$ cat config.mk
export PLATFORM = sky130hd
export DESIGN_NAME = shift_rotate_seq_flat
export DESIGN_NICKNAME = d
export VERILOG_FILES = /design/src/rtl/shift_rotate_seq_if.sv /design/src/rtl/shift_rotate_seq.sv /design/src/flat_wrapper.sv
export SDC_FILE = /design/constraint.sdc
export NUM_CORES = 1
export LEC_CHECK = 0
export CORE_MARGIN = 2
export CORE_UTILIZATION = 48
export DETAILED_ROUTE_END_ITERATION = 6
export PLACE_DENSITY = 0.84
export SLEW_MARGIN = 20
export SYNTH_ARGS = -nofsm -noshare
export SYNTH_HDL_FRONTEND = slang
export SYNTH_SLANG_ARGS = --single-unit
$ cat constraint.sdc
create_clock -name clock -period 2.1 [get_ports clock]
set_clock_uncertainty 0.2 [all_clocks]
set_input_delay 0.21 -clock clock [delete_from_list [all_inputs] [get_ports clock]]
set_output_delay 0.21 -clock clock [all_outputs]
set_load 0.01 [all_outputs]
$ cat src/rtl/shift_rotate_seq_if.sv
// Control-unit handshake bundle for the iterative shift/rotate sequencer.
// Master drives the request, slave returns status and the Z result.
interface shift_rotate_seq_if #(
   parameter int WIDTH = 32,
   parameter int CNT_W = 5
);
   logic             start;
   logic [2:0]       op;
   logic [WIDTH-1:0] a;
   logic [CNT_W-1:0] numRotates;
   logic             busy;
   logic             done;
   logic             err;
   logic [WIDTH-1:0] z;

   modport master (
      output start, op, a, numRotates,
      input  busy, done, err, z
   );

   modport slave (
      input  start, op, a, numRotates,
      output busy, done, err, z
   );
endinterface

$ cat src/rtl/shift_rotate_seq.sv
// Iterative shift/rotate sequencer replacing the barrel rotator for Z writeback.
// SHIFT_SEQ_FAST_STEP_EN: advance up to 4 bit positions per RUN cycle.
module shift_rotate_seq #(
   parameter int WIDTH = 32,
   parameter int CNT_W = 5
) (
   input logic               clock,
   input logic               clear,
   shift_rotate_seq_if.slave bus
);

   typedef enum logic [1:0] {
      IDLE = 2'd0,
      RUN  = 2'd1,
      FIN  = 2'd2
   } state_t;

   localparam logic [2:0] OpRol  = 3'b000;
   localparam logic [2:0] OpRor  = 3'b001;
   localparam logic [2:0] OpShl  = 3'b010;
   localparam logic [2:0] OpShr  = 3'b011;
   localparam logic [2:0] OpShra = 3'b100;

   state_t           state;
   logic [WIDTH-1:0] work;
   logic [CNT_W-1:0] rem;
   logic [2:0]       opReg;
   logic             busyReg;
   logic             doneReg;
   logic             errReg;
   logic [WIDTH-1:0] zReg;

   logic [CNT_W-1:0] amt;
   logic [WIDTH-1:0] stepped;

   function automatic logic [WIDTH-1:0] step1(
      input logic [WIDTH-1:0] w,
      input logic [2:0]       o
   );
      logic [WIDTH-1:0] r;
      r = w;
      unique case (1'b1)
         (o == OpRol):  r = {w[WIDTH-2:0], w[WIDTH-1]};
         (o == OpRor):  r = {w[0], w[WIDTH-1:1]};
         (o == OpShl):  r = {w[WIDTH-2:0], 1'b0};
         (o == OpShr):  r = {1'b0, w[WIDTH-1:1]};
         (o == OpShra): r = {w[WIDTH-1], w[WIDTH-1:1]};
         default:       r = w;
      endcase
      return r;
   endfunction

`ifdef SHIFT_SEQ_FAST_STEP_EN
   always_comb begin
      amt     = (rem > CNT_W'(4)) ? CNT_W'(4) : rem;
      stepped = work;
      for (int i = 0; i < 4; i++) begin
         if (CNT_W'(i) < amt) stepped = step1(stepped, opReg);
      end
   end
`else
   always_comb begin
      amt     = CNT_W'(1);
      stepped = step1(work, opReg);
   end
`endif

   // Done is raised on the edge leaving FIN; busy drops one edge later,
   // so a held start is only taken after that extra idle cycle.
   always_ff @(posedge clock or negedge clear) begin
      if (!clear) begin
         state   <= IDLE;
         work    <= '0;
         rem     <= '0;
         opReg   <= '0;
         busyReg <= 1'b0;
         doneReg <= 1'b0;
         errReg  <= 1'b0;
         zReg    <= '0;
      end else begin
         doneReg <= 1'b0;
         unique case (state)
            IDLE: begin
               if (busyReg) begin
                  busyReg <= 1'b0;
               end else if (bus.start) begin
                  work    <= bus.a;
                  rem     <= bus.numRotates;
                  opReg   <= bus.op;
                  errReg  <= 1'b0;
                  busyReg <= 1'b1;
                  if (bus.op > OpShra || bus.numRotates == '0) begin
                     state <= FIN;
                     zReg  <= bus.a;
                  end else begin
                     state <= RUN;
                  end
               end
            end
            RUN: begin
               work <= stepped;
               rem  <= rem - amt;
               if (rem == amt) begin
                  state <= FIN;
                  zReg  <= stepped;
               end
            end
            FIN: begin
               doneReg <= 1'b1;
               errReg  <= (opReg > OpShra);
               state   <= IDLE;
            end
            default: state <= IDLE;
         endcase
      end
   end

   assign bus.busy = busyReg;
   assign bus.done = doneReg;
   assign bus.err  = errReg;
   assign bus.z    = zReg;

endmodule

$ cat src/flat_wrapper.sv
// flat-port wrapper written by rule: the top's interface ports become plain ports
module shift_rotate_seq_flat 
#(
   parameter int WIDTH = 32,
   parameter int CNT_W = 5
)
  (clock, clear, bus_start, bus_op, bus_a, bus_numRotates, bus_busy, bus_done, bus_err, bus_z);
  shift_rotate_seq_if #(.WIDTH(WIDTH), .CNT_W(CNT_W)) bus_i ();
  input logic clock;
  input logic clear;
  input wire logic [$bits(bus_i.start)-1:0] bus_start;
  input wire logic [$bits(bus_i.op)-1:0] bus_op;
  input wire logic [$bits(bus_i.a)-1:0] bus_a;
  input wire logic [$bits(bus_i.numRotates)-1:0] bus_numRotates;
  output wire logic [$bits(bus_i.busy)-1:0] bus_busy;
  output wire logic [$bits(bus_i.done)-1:0] bus_done;
  output wire logic [$bits(bus_i.err)-1:0] bus_err;
  output wire logic [$bits(bus_i.z)-1:0] bus_z;
  assign bus_i.start = bus_start;
  assign bus_i.op = bus_op;
  assign bus_i.a = bus_a;
  assign bus_i.numRotates = bus_numRotates;
  assign bus_busy = bus_i.busy;
  assign bus_done = bus_i.done;
  assign bus_err = bus_i.err;
  assign bus_z = bus_i.z;
  shift_rotate_seq #(.WIDTH(WIDTH), .CNT_W(CNT_W)) u_core (.clock(clock), .clear(clear), .bus(bus_i));
endmodule
==> flow_metrics.py, run 1 <==
metrics = {
    "worst_setup_path": {
        "start_kind": "flop",
        "reg2reg_to": "u_core.bus.z[16]",
        "r2r_start": "u_core.rem[1]",
        "setup.worst_path.class": "flop to flop",
        "crit_path_end_kind": "flop",
        "r2r_setup_slack_ns": 0.01,
        "path_max_fanout": 8,
        "ff2ff_path_depth": 7,
        "required_ns": 2.13,
        "arrival_ns": 2.12,
    },
    "cells_and_area": {
        "n_antenna_cell": 0,
        "multi_input_area_sq_um": 2410,
        "area_delta_synth_final_pct": 28.9,
        "nNetsFinal": 553,
        "fillers": 733,
        "final-seq-area_sq_um": 1930,
        "final_core_util_pct": 63.3,
        "finalInstanceArea_sq_um": 5820,
        "drive_gt1_share_pct": 34.3,
    },
    "drt": {
        "finalWirelength_microns": 11000,
        "drtIter0Drc": 278,
        "post-route-drc-count": 0,
        "wire_per_inst_microns": 17.7,
        "post_drt_via_cell_ratio": 5.90,
        "ant_nets": 0,
        "firstDrtPassIters": 5,
        "dr_total_vias": 3684,
    },
    "synth": {
        "ys_warn_count": 0,
        "syn_area_sq_um": 4510,
        "ys.flop_type": "dfrtp_1",
        "syn_inst": 425,
        "post_synth.cell_area_avg_sq_um": 10.6,
        "ys_ff_latch": 77,
        "synth_edf_count": 0,
        "synthArstFlopShare_pct": 100,
        "ys_types": 49,
        "syn_nets": 470,
        "ys_seq_area_share_pct": 42.7,
    },
    "timing": {
        "slew-limit-headroom_pct": 70.1,
        "slew_viol_final": 0,
        "final.min_clock_period_ns": 2.09,
        "hold_viol": 0,
        "rsz0062_at_grt": "true",
        "worst_pin_slew_ns": 0.449,
        "hold_ws_ns": 0.157,
        "setup_viol": 0,
        "min_period_over_period_pct": 99.4,
        "fmax_mhz": 479,
    },
    "placement": {
        "numPortBuffers": 77,
        "gp_congestion": 0.820,
        "place_area_sq_um": 5500,
        "dpl.hpwl_microns": 7400,
    },
    "power_and_ir_drop": {
        "p_int_mw": 5.95,
        "p_total_mw": 9.82,
        "p_sw_mw": 3.87,
        "power.density_nw_per_um2": 1690,
        "seqPwrFrac_pct": 29.8,
        "leakage_nw": 2.49,
        "comb_power_share_pct": 60.3,
        "ir_drop_uv": 773,
        "power.switching_fraction_pct": 39.4,
        "clkPwrFrac_pct": 9.9,
    },
    "floorplanning": {
        "start_util_pct": 49.1,
        "core-area_sq_um": 9200,
        "die_area_sq_um": 10200,
        "pin_count": 78,
        "dieWidth_microns": 101,
        "num_rows": 35,
        "die_h_microns": 101,
    },
    "clocking": {
        "ctsRootBufferMaster": "clkbuf_8",
        "cts_tree": "built",
        "numCtsBuffers": 9,
        "cts_buffer_depth": 2,
        "htree_levels": 3,
        "clk_pin_slew_ns": 0.08,
        "insertion_delay_ns": 0.35,
        "clkSinkCount": 77,
    },
    "grt": {
        "grt_overflow_total": 0,
        "first_global_vias": 3744,
        "grt_max_degree": 47,
        "antenna_found_initial": 0,
        "grt_pass1_wl_microns": 17900,
        "grt_usage_pct": 22.1,
    },
    "run_status": {
        "status": "complete, no violations",
    },
    "hold_path": {
        "worst_hold_path_type": "primary input to async pin",
    },
    "flow_run": {
        "maxCapViolations": 0,
    },
}
[cells in the final DEF, fill, tap and decap left out, types with 3 or more instances in the layout]
| cell type | netlist | layout |
|---|---|---|
| dfrtp_1 | 77 | 77 |
| clkdlybuf4s50_1 | 0 | 76 |
| nand2_1 | 42 | 42 |
| mux2_2 | 36 | 36 |
| a21oi_1 | 33 | 33 |
| mux2_4 | 11 | 28 |
| o21ai_0 | 28 | 27 |
| or2_2 | 26 | 26 |
| o221ai_1 | 26 | 26 |
| or3b_2 | 24 | 24 |
| buf_4 | 1 | 21 |
| o21ai_1 | 10 | 11 |
| clkbuf_8 | 0 | 9 |
| inv_1 | 9 | 8 |
| buf_12 | 1 | 8 |
| mux2i_1 | 6 | 6 |
| clkinv_2 | 0 | 4 |
| nand2b_1 | 4 | 3 |
| o311ai_0 | 3 | 3 |
| or3b_1 | 3 | 3 |
| clkinvlp_4 | 0 | 3 |
[cells in the mapped netlist, types with 4 or more instances]
cell | instances | share of area [%]
dfrtp_1 | 77 | 43
nand2_1 | 42 | 3.5
mux2_2 | 36 | 9.0
a21oi_1 | 33 | 3.7
o21ai_0 | 28 | 3.1
o221ai_1 | 26 | 5.0
or2_2 | 26 | 3.6
or3b_2 | 24 | 4.7
mux2_1 | 17 | 4.2
clkbuf_1 | 14 | 1.2
buf_2 | 11 | 1.2
mux2_4 | 11 | 3.7
o21ai_1 | 10 | 1.1
inv_1 | 9 | 0.75
buf_6 | 7 | 1.7
mux2i_1 | 6 | 1.3
nand2b_1 | 4 | 0.55
[layer usage]
metal  track usage [%]  vias up  part of all wire (%)
met5                 0        -                     0
met4              7.07        0                   1.2
met3              3.47       15                   5.0
met2              38.5      136                    51
met1              28.2     1812                    43
li1                  -     1721                     -
[kinds of logic after synthesis]
logic type / after synthesis / share of synthesized area, %
DFF: 77 / 42.7
AOI/OAI and AO/OA: 114 / 16.7
and+or+nand+nor: 117 / 16.2
muxes: 70 / 18.2
adders and majority gates: 2 / 0.554
buffers and inverters: 45 / 5.65
[repair_timing]
| action | CTS | global route |
|---|---|---|
| pin swaps | 1 | 0 |
| hold buffers | 1 | 0 |
| cloned | 0 | 2 |
| resized for setup | 0 | 21 |
| setup endpoints to repair | 16 | 30 |
| hold endpoints to repair | 31 | 0 |
| setup buffers | 0 | 2 |
[worst max path at each step]
stage                                  end  cells past startpoint         startpoint
final                     u_core.bus.z[16]                      7      u_core.rem[1]
after global routing      u_core.bus.z[30]                      7      u_core.rem[1]
after CTS                  u_core.bus.z[6]                      7      u_core.rem[1]
after detailed placement  u_core.bus.z[25]                      6  bus_numRotates[0]
after global placement     u_core.bus.z[8]                      6  bus_numRotates[0]
after floorplan           u_core.bus.z[25]                      7      u_core.rem[1]
[power groups by stage]
stage	Clock [mW]	Combinational [mW]	Sequential (mW)
after global routing	1.06	6.45	3.02
after floorplan	0	3.74	2.92
after detailed placement	0	5.62	2.92
after CTS	0.994	5.65	2.90
final	0.973	5.92	2.93
after global placement	0	5.40	2.88
[worst max-delay path, cell delays in order (launching register included)]
cell and delay [ns]:
dfrtp_1 0.39, inv_2 0.08, ha_4 0.12, or4b_4 0.49, nor2_4 0.12, a21oi_4 0.08
clkbuf_16 0.20, mux2_4 0.30
[area by class of cell]
type / instances / area share (%)
multi-input cells: 303 / 41.5
flip-flops and latches: 77 / 33.1
repair buffers: 108 / 19.6
well taps: 111 / 2.39
clock buffers: 9 / 2.13
clock inverters: 7 / 0.731
inverters: 9 / 0.581
[sequential cells by signal, summed over array words and instances (netlist names)]
signal	cells
u_core.state	2
u_core.bus.err	1
u_core.opReg	3
u_core.bus.busy	1
u_core.work	32
u_core.bus.z	32
u_core.bus.done	1
u_core.rem	5
[stage by stage]
stage	setup WS, ns	std cells	TNS, ns
after floorplan	0.0958	425	0
after global placement	-0.153	603	-8.49
after detailed placement	-0.194	603	-10.11
after CTS	0.00151	620	0
after global routing	-0.0290	624	-0.354
final	0.0117	624	0
Power figures use the tool's default switching activity.
==> run 2: changes to the inputs <==
--- a/config.mk
+++ b/config.mk
@@ -5,10 +5,11 @@
 export SDC_FILE = /design/constraint.sdc
 export NUM_CORES = 1
 export LEC_CHECK = 0
+export CAP_MARGIN = 20
 export CORE_MARGIN = 2
-export CORE_UTILIZATION = 48
+export CORE_UTILIZATION = 54
 export DETAILED_ROUTE_END_ITERATION = 6
-export PLACE_DENSITY = 0.84
+export PLACE_DENSITY = 0.89
 export SLEW_MARGIN = 20
 export SYNTH_ARGS = -nofsm -noshare
 export SYNTH_HDL_FRONTEND = slang
==> constraint.sdc (replaced) <==
create_clock -name clock -period 2.5 [get_ports clock]
set_clock_uncertainty 0.2 [all_clocks]
set_input_delay 0.25 -clock clock [delete_from_list [all_inputs] [get_ports clock]]
set_output_delay 0.25 -clock clock [all_outputs]
set_load 0.01 [all_outputs]
==> flow_metrics.py, run 2 (synthesized netlist as in run 1, its figures left out) <==
metrics = {
    "worst_setup_path": {
        "path_max_fanout": 18,
        "reg2reg_to": "u_core.work[17]",
        "cp_slowest_stage_delay_ns": 0.42,
        "r2r_start": "u_core.opReg[2]",
        "cp.depth": 6,
        "crit_chain": "buf_4 > nand2b_1 > buf_4 > o221ai_1 > o21ai_0 > mux2_2",
        "crit_path_start": "u_core.opReg[2]",
        "crit_top_cell": "buf_4",
        "r2r_setup_slack_ns": 0.23,
        "cp_num_buf_inv": 2,
        "arrival_ns": 2.36,
        "critical_path.slowest_cell": "dfrtp_1",
        "setup.worst_path.class": "flop to flop",
        "crit_path_end_kind": "flop",
        "start_kind": "flop",
        "required_ns": 2.59,
        "crit_family": "compound AO/OA/AOI/OAI gates",
        "endpoint": "u_core.work[17]",
        "ff2ff_path_depth": 6,
    },
    "placement": {
        "dp_slack_ns": 0.135,
        "numPortBuffers": 77,
        "gp_congestion": 0.825,
        "dp.cells": 590,
        "dpl.hpwl_microns": 7220,
    },
    "power_and_ir_drop": {
        "leakage_nw": 2.36,
        "power.density_nw_per_um2": 1440,
        "ir_drop_uv": 787,
        "p_total_mw": 8.11,
    },
    "timing": {
        "hold_viol": 0,
        "fmax_mhz": 440,
        "worst_pin_slew_ns": 0.553,
        "slew-limit-headroom_pct": 63.1,
        "setup_viol": 0,
        "final.min_clock_period_ns": 2.27,
        "tns_ns": 0,
        "min_period_over_period_pct": 91.0,
        "slew_viol_final": 0,
        "rsz0062_at_grt": "false",
        "setup_slack_ns": 0.226,
    },
    "clocking": {
        "clk_pin_slew_ns": 0.07,
        "cts_buffer_depth": 2,
        "insertion_delay_ns": 0.34,
        "cts_hold_repair.buffers": 1,
        "ctsRootBufferMaster": "clkbuf_8",
        "htree_levels": 3,
        "clkSinkCount": 77,
        "post_cts_buffers": 0,
        "cts_tree": "built",
        "post_cts_resized": 0,
        "numCtsBuffers": 9,
    },
    "drt": {
        "ant_nets": 0,
        "drtIter0Drc": 301,
        "wire_per_inst_microns": 17.9,
        "firstDrtPassIters": 5,
        "finalWirelength_microns": 10800,
        "post-route-drc-count": 0,
        "dr_total_vias": 3672,
        "post_drt_via_cell_ratio": 6.05,
    },
    "floorplanning": {
        "die_h_microns": 95.4,
        "start_util_pct": 55.2,
        "die_area_sq_um": 9110,
        "pin_count": 78,
        "dieWidth_microns": 95.4,
        "core-area_sq_um": 8180,
        "num_rows": 33,
    },
    "hold_path": {
        "worst_hold_path_type": "primary input to async pin",
    },
    "grt": {
        "grt_max_degree": 41,
        "first_global_vias": 3737,
        "grt_overflow_total": 0,
        "grt_pass1_wl_microns": 17700,
        "grt_usage_pct": 25.1,
        "antenna_found_initial": 0,
    },
    "run_status": {
        "status": "complete, no violations",
    },
    "cells_and_area": {
        "final-seq-area_sq_um": 1930,
        "area_delta_synth_final_pct": 24.6,
        "fillers": 609,
        "layout_common_cells": "dfrtp_1 (77), clkdlybuf4s50_1 (76), nand2_1 (42), mux2_2 (36), a21oi_1 (33)",
        "n_antenna_cell": 0,
        "multi_input_area_sq_um": 2340,
        "layout_commonest_cell": "dfrtp_1",
        "nNetsFinal": 542,
        "final_cell_count_no_fill": 607,
        "drive_gt1_share_pct": 28.9,
    },
    "flow_run": {
        "maxCapViolations": 0,
    },
}
-- run 2: changes by cell type in the layout (fill, tap and decap cells not counted), sizes merged --
cell and change:
buf -9, clkinv -2, bufinv +2, clkinvlp -3, clkbuf +1
-- run 2: worst min path at each step --
stage / from / endpoint / slack (ns) / cells after the start
6_report: clear / u_core.bus.z[9] / 0.22 / 2
5_1_grt: clear / u_core.bus.z[9] / 0.27 / 2
4_1_cts: clear / u_core.bus.z[9] / 0.23 / 2
3_5_place_dp: clear / u_core.bus.z[9] / 0.07 / 1
3_3_place_gp: clear / u_core.bus.z[9] / 0.06 / 1
2_1_floorplan: clear / u_core.bus.busy / -0.25 / 0
-- run 2: cell type report --
| type | instances | area share [%] |
|---|---|---|
| clock inverters | 4 | 1.25 |
| flip-flops and latches | 77 | 34.3 |
| multi-input cells | 303 | 41.5 |
| clock buffers | 12 | 2.76 |
| well taps | 105 | 2.34 |
| inverters | 9 | 0.601 |
| repair buffers | 97 | 17.3 |
-- run 2: per-layer routing --
layer	GRT usage, %	share of wire (%)	vias up
li1	-	-	1694
met1	31.4	41	1813
met2	43.8	52	138
met3	2.92	4.8	27
met4	11.1	2.4	0
met5	0	0	-
-- run 2: metrics by stage --
stage                     hold WS (ns)  utilization (%)  cell area [sq um]
after detailed placement        0.0658             65.9               5390
after floorplan                 -0.246                -               4510
after global routing             0.268             68.8               5630
after global placement          0.0635             65.9               5390
after CTS                        0.235             68.8               5630
final                            0.225             68.8               5630
-- run 2: power by group --
group          internal (mW)  switching, mW
clock network          0.614          0.440
registers               1.90          0.611
logic                   2.43           2.12
==> run 3: changes to the inputs <==
==> constraint.sdc (replaced) <==
create_clock -name clock -period 2.41 [get_ports clock]
set_clock_uncertainty 0.2 [all_clocks]
set_input_delay 0.241 -clock clock [delete_from_list [all_inputs] [get_ports clock]]
set_output_delay 0.241 -clock clock [all_outputs]
set_load 0.01 [all_outputs]
==> flow_metrics.py, run 3 (synthesized netlist as in run 1, its figures left out) <==
metrics = {
    "power_and_ir_drop": {
        "comb_power_share_pct": 56.4,
        "ir_drop_uv": 673,
        "power.switching_fraction_pct": 39.6,
        "p_total_mw": 8.23,
        "power.density_nw_per_um2": 1470,
        "leakage_nw": 2.35,
        "seqPwrFrac_pct": 31.7,
        "p_int_mw": 4.97,
        "clkPwrFrac_pct": 11.9,
        "p_sw_mw": 3.26,
    },
    "cells_and_area": {
        "drive_gt1_share_pct": 29.2,
        "layout_common_cells": "dfrtp_1 (77), clkdlybuf4s50_1 (76), nand2_1 (42), mux2_2 (36), a21oi_1 (33)",
        "layout_commonest_cell": "dfrtp_1",
        "final-seq-area_sq_um": 1930,
        "nNetsFinal": 544,
        "finalInstanceArea_sq_um": 5590,
        "n_antenna_cell": 0,
        "multi_input_area_sq_um": 2340,
        "fillers": 609,
        "area_delta_synth_final_pct": 23.9,
    },
    "drt": {
        "ant_nets": 0,
        "finalWirelength_microns": 10600,
        "post_drt_via_cell_ratio": 6.02,
        "wire_per_inst_microns": 17.5,
        "dr_total_vias": 3667,
        "post-route-drc-count": 0,
        "firstDrtPassIters": 6,
        "drtIter0Drc": 262,
    },
    "placement": {
        "numPortBuffers": 77,
        "gp_congestion": 0.815,
        "dpl.hpwl_microns": 7200,
        "dp_slack_ns": 0.0672,
        "place_area_sq_um": 5390,
    },
    "timing": {
        "rsz0062_at_grt": "false",
        "hold_viol": 0,
        "tns_ns": 0,
        "setup_slack_ns": 0.252,
        "fmax_mhz": 463,
        "slew-limit-headroom_pct": 67.8,
        "slew_viol_final": 0,
        "final.min_clock_period_ns": 2.16,
        "worst_pin_slew_ns": 0.483,
        "min_period_over_period_pct": 89.5,
        "setup_viol": 0,
    },
    "floorplanning": {
        "dieWidth_microns": 95.4,
        "num_rows": 33,
        "die_area_sq_um": 9110,
        "start_util_pct": 55.2,
        "die_h_microns": 95.4,
        "pin_count": 78,
        "core-area_sq_um": 8180,
    },
    "flow_run": {
        "maxCapViolations": 0,
    },
    "clocking": {
        "post_cts_resized": 0,
        "clkSinkCount": 77,
        "ctsRootBufferMaster": "clkbuf_8",
        "numCtsBuffers": 9,
        "cts_hold_repair.buffers": 1,
        "post_cts_buffers": 0,
        "cts_buffer_depth": 2,
        "htree_levels": 3,
        "clk_pin_slew_ns": 0.08,
        "cts_tree": "built",
        "insertion_delay_ns": 0.35,
    },
    "worst_setup_path": {
        "required_ns": 2.44,
        "path_max_fanout": 20,
        "start_kind": "flop",
        "setup.worst_path.class": "flop to flop",
        "crit_path_end_kind": "flop",
        "arrival_ns": 2.19,
    },
    "run_status": {
        "status": "complete, no violations",
    },
    "grt": {
        "grt_pass1_wl_microns": 17400,
        "grt_usage_pct": 24.4,
        "grt_overflow_total": 0,
        "grt_max_degree": 44,
        "antenna_found_initial": 0,
        "first_global_vias": 3676,
    },
    "hold_path": {
        "worst_hold_path_type": "primary input to async pin",
    },
}
## run 3: cell count changes in the layout (fill, tap and decap cells not counted)
cell	delta
buf_4	+3
clkinv_2	+2
buf_12	-1
bufinv_16	-1
clkbuf_8	-1
## run 3: cell type report
type | instances | share of cell area, %
Clock buffer | 11 | 2.53
Inverter | 9 | 0.604
Tap cell | 105 | 2.35
Timing Repair Buffer | 99 | 17.4
Multi-Input combinational cell | 303 | 41.8
Clock inverter | 5 | 0.895
Sequential cell | 77 | 34.4
## run 3: power by group through the flow
stage | logic [mW] | registers [mW] | clock network [mW]
after detailed placement | 4.62 | 2.60 | 0
after floorplan | 3.26 | 2.54 | 0
after CTS | 4.65 | 2.59 | 0.990
final | 4.64 | 2.61 | 0.976
after global routing | 5.09 | 2.70 | 1.03
after global placement | 4.43 | 2.56 | 0
## run 3: stage by stage
step           std cells  hold WS [ns]  utilization [%]
5_1_grt              609         0.232             68.4
6_report             609         0.184             68.4
3_3_place_gp         592        0.0231             66.0
4_1_cts              609         0.193             68.4
2_1_floorplan        425        -0.255                -
3_5_place_dp         592        0.0297             66.0
## run 3: path summary, 6_finish.rpt
check | endpoint | slack [ns] | startpoint | depth (start not counted)
min reg2reg | u_core.bus.z[25] | 0.30 | u_core.bus.z[25] | 1
min | u_core.bus.z[10] | 0.18 | clear | 2
min in group clock | u_core.opReg[1] | 0.27 | bus_op[1] | 3
max in group asynchronous | u_core.opReg[2] | 1.23 | clear | 3
max reg2reg | u_core.bus.z[3] | 0.25 | u_core.rem[1] | 7
max | u_core.bus.z[3] | 0.25 | u_core.rem[1] | 7
## run 3: layer usage
metal | up-vias | global-route usage [%] | wire (microns)
met1 | 1823 | 30.5 | 4440
met4 | 0 | 9.40 | 175
met3 | 19 | 3.79 | 553
met2 | 121 | 42.5 | 5460
met5 | - | 0 | 0
li1 | 1704 | - | -
## run 3: critical path, stage by stage, from the launching register on
cell and delay [ns]:
dfrtp_1 0.40, inv_1 0.09, ha_1 0.14, or4b_4 0.49, nor2_4 0.16, a21oi_4 0.06
buf_12 0.17, mux2_1 0.32
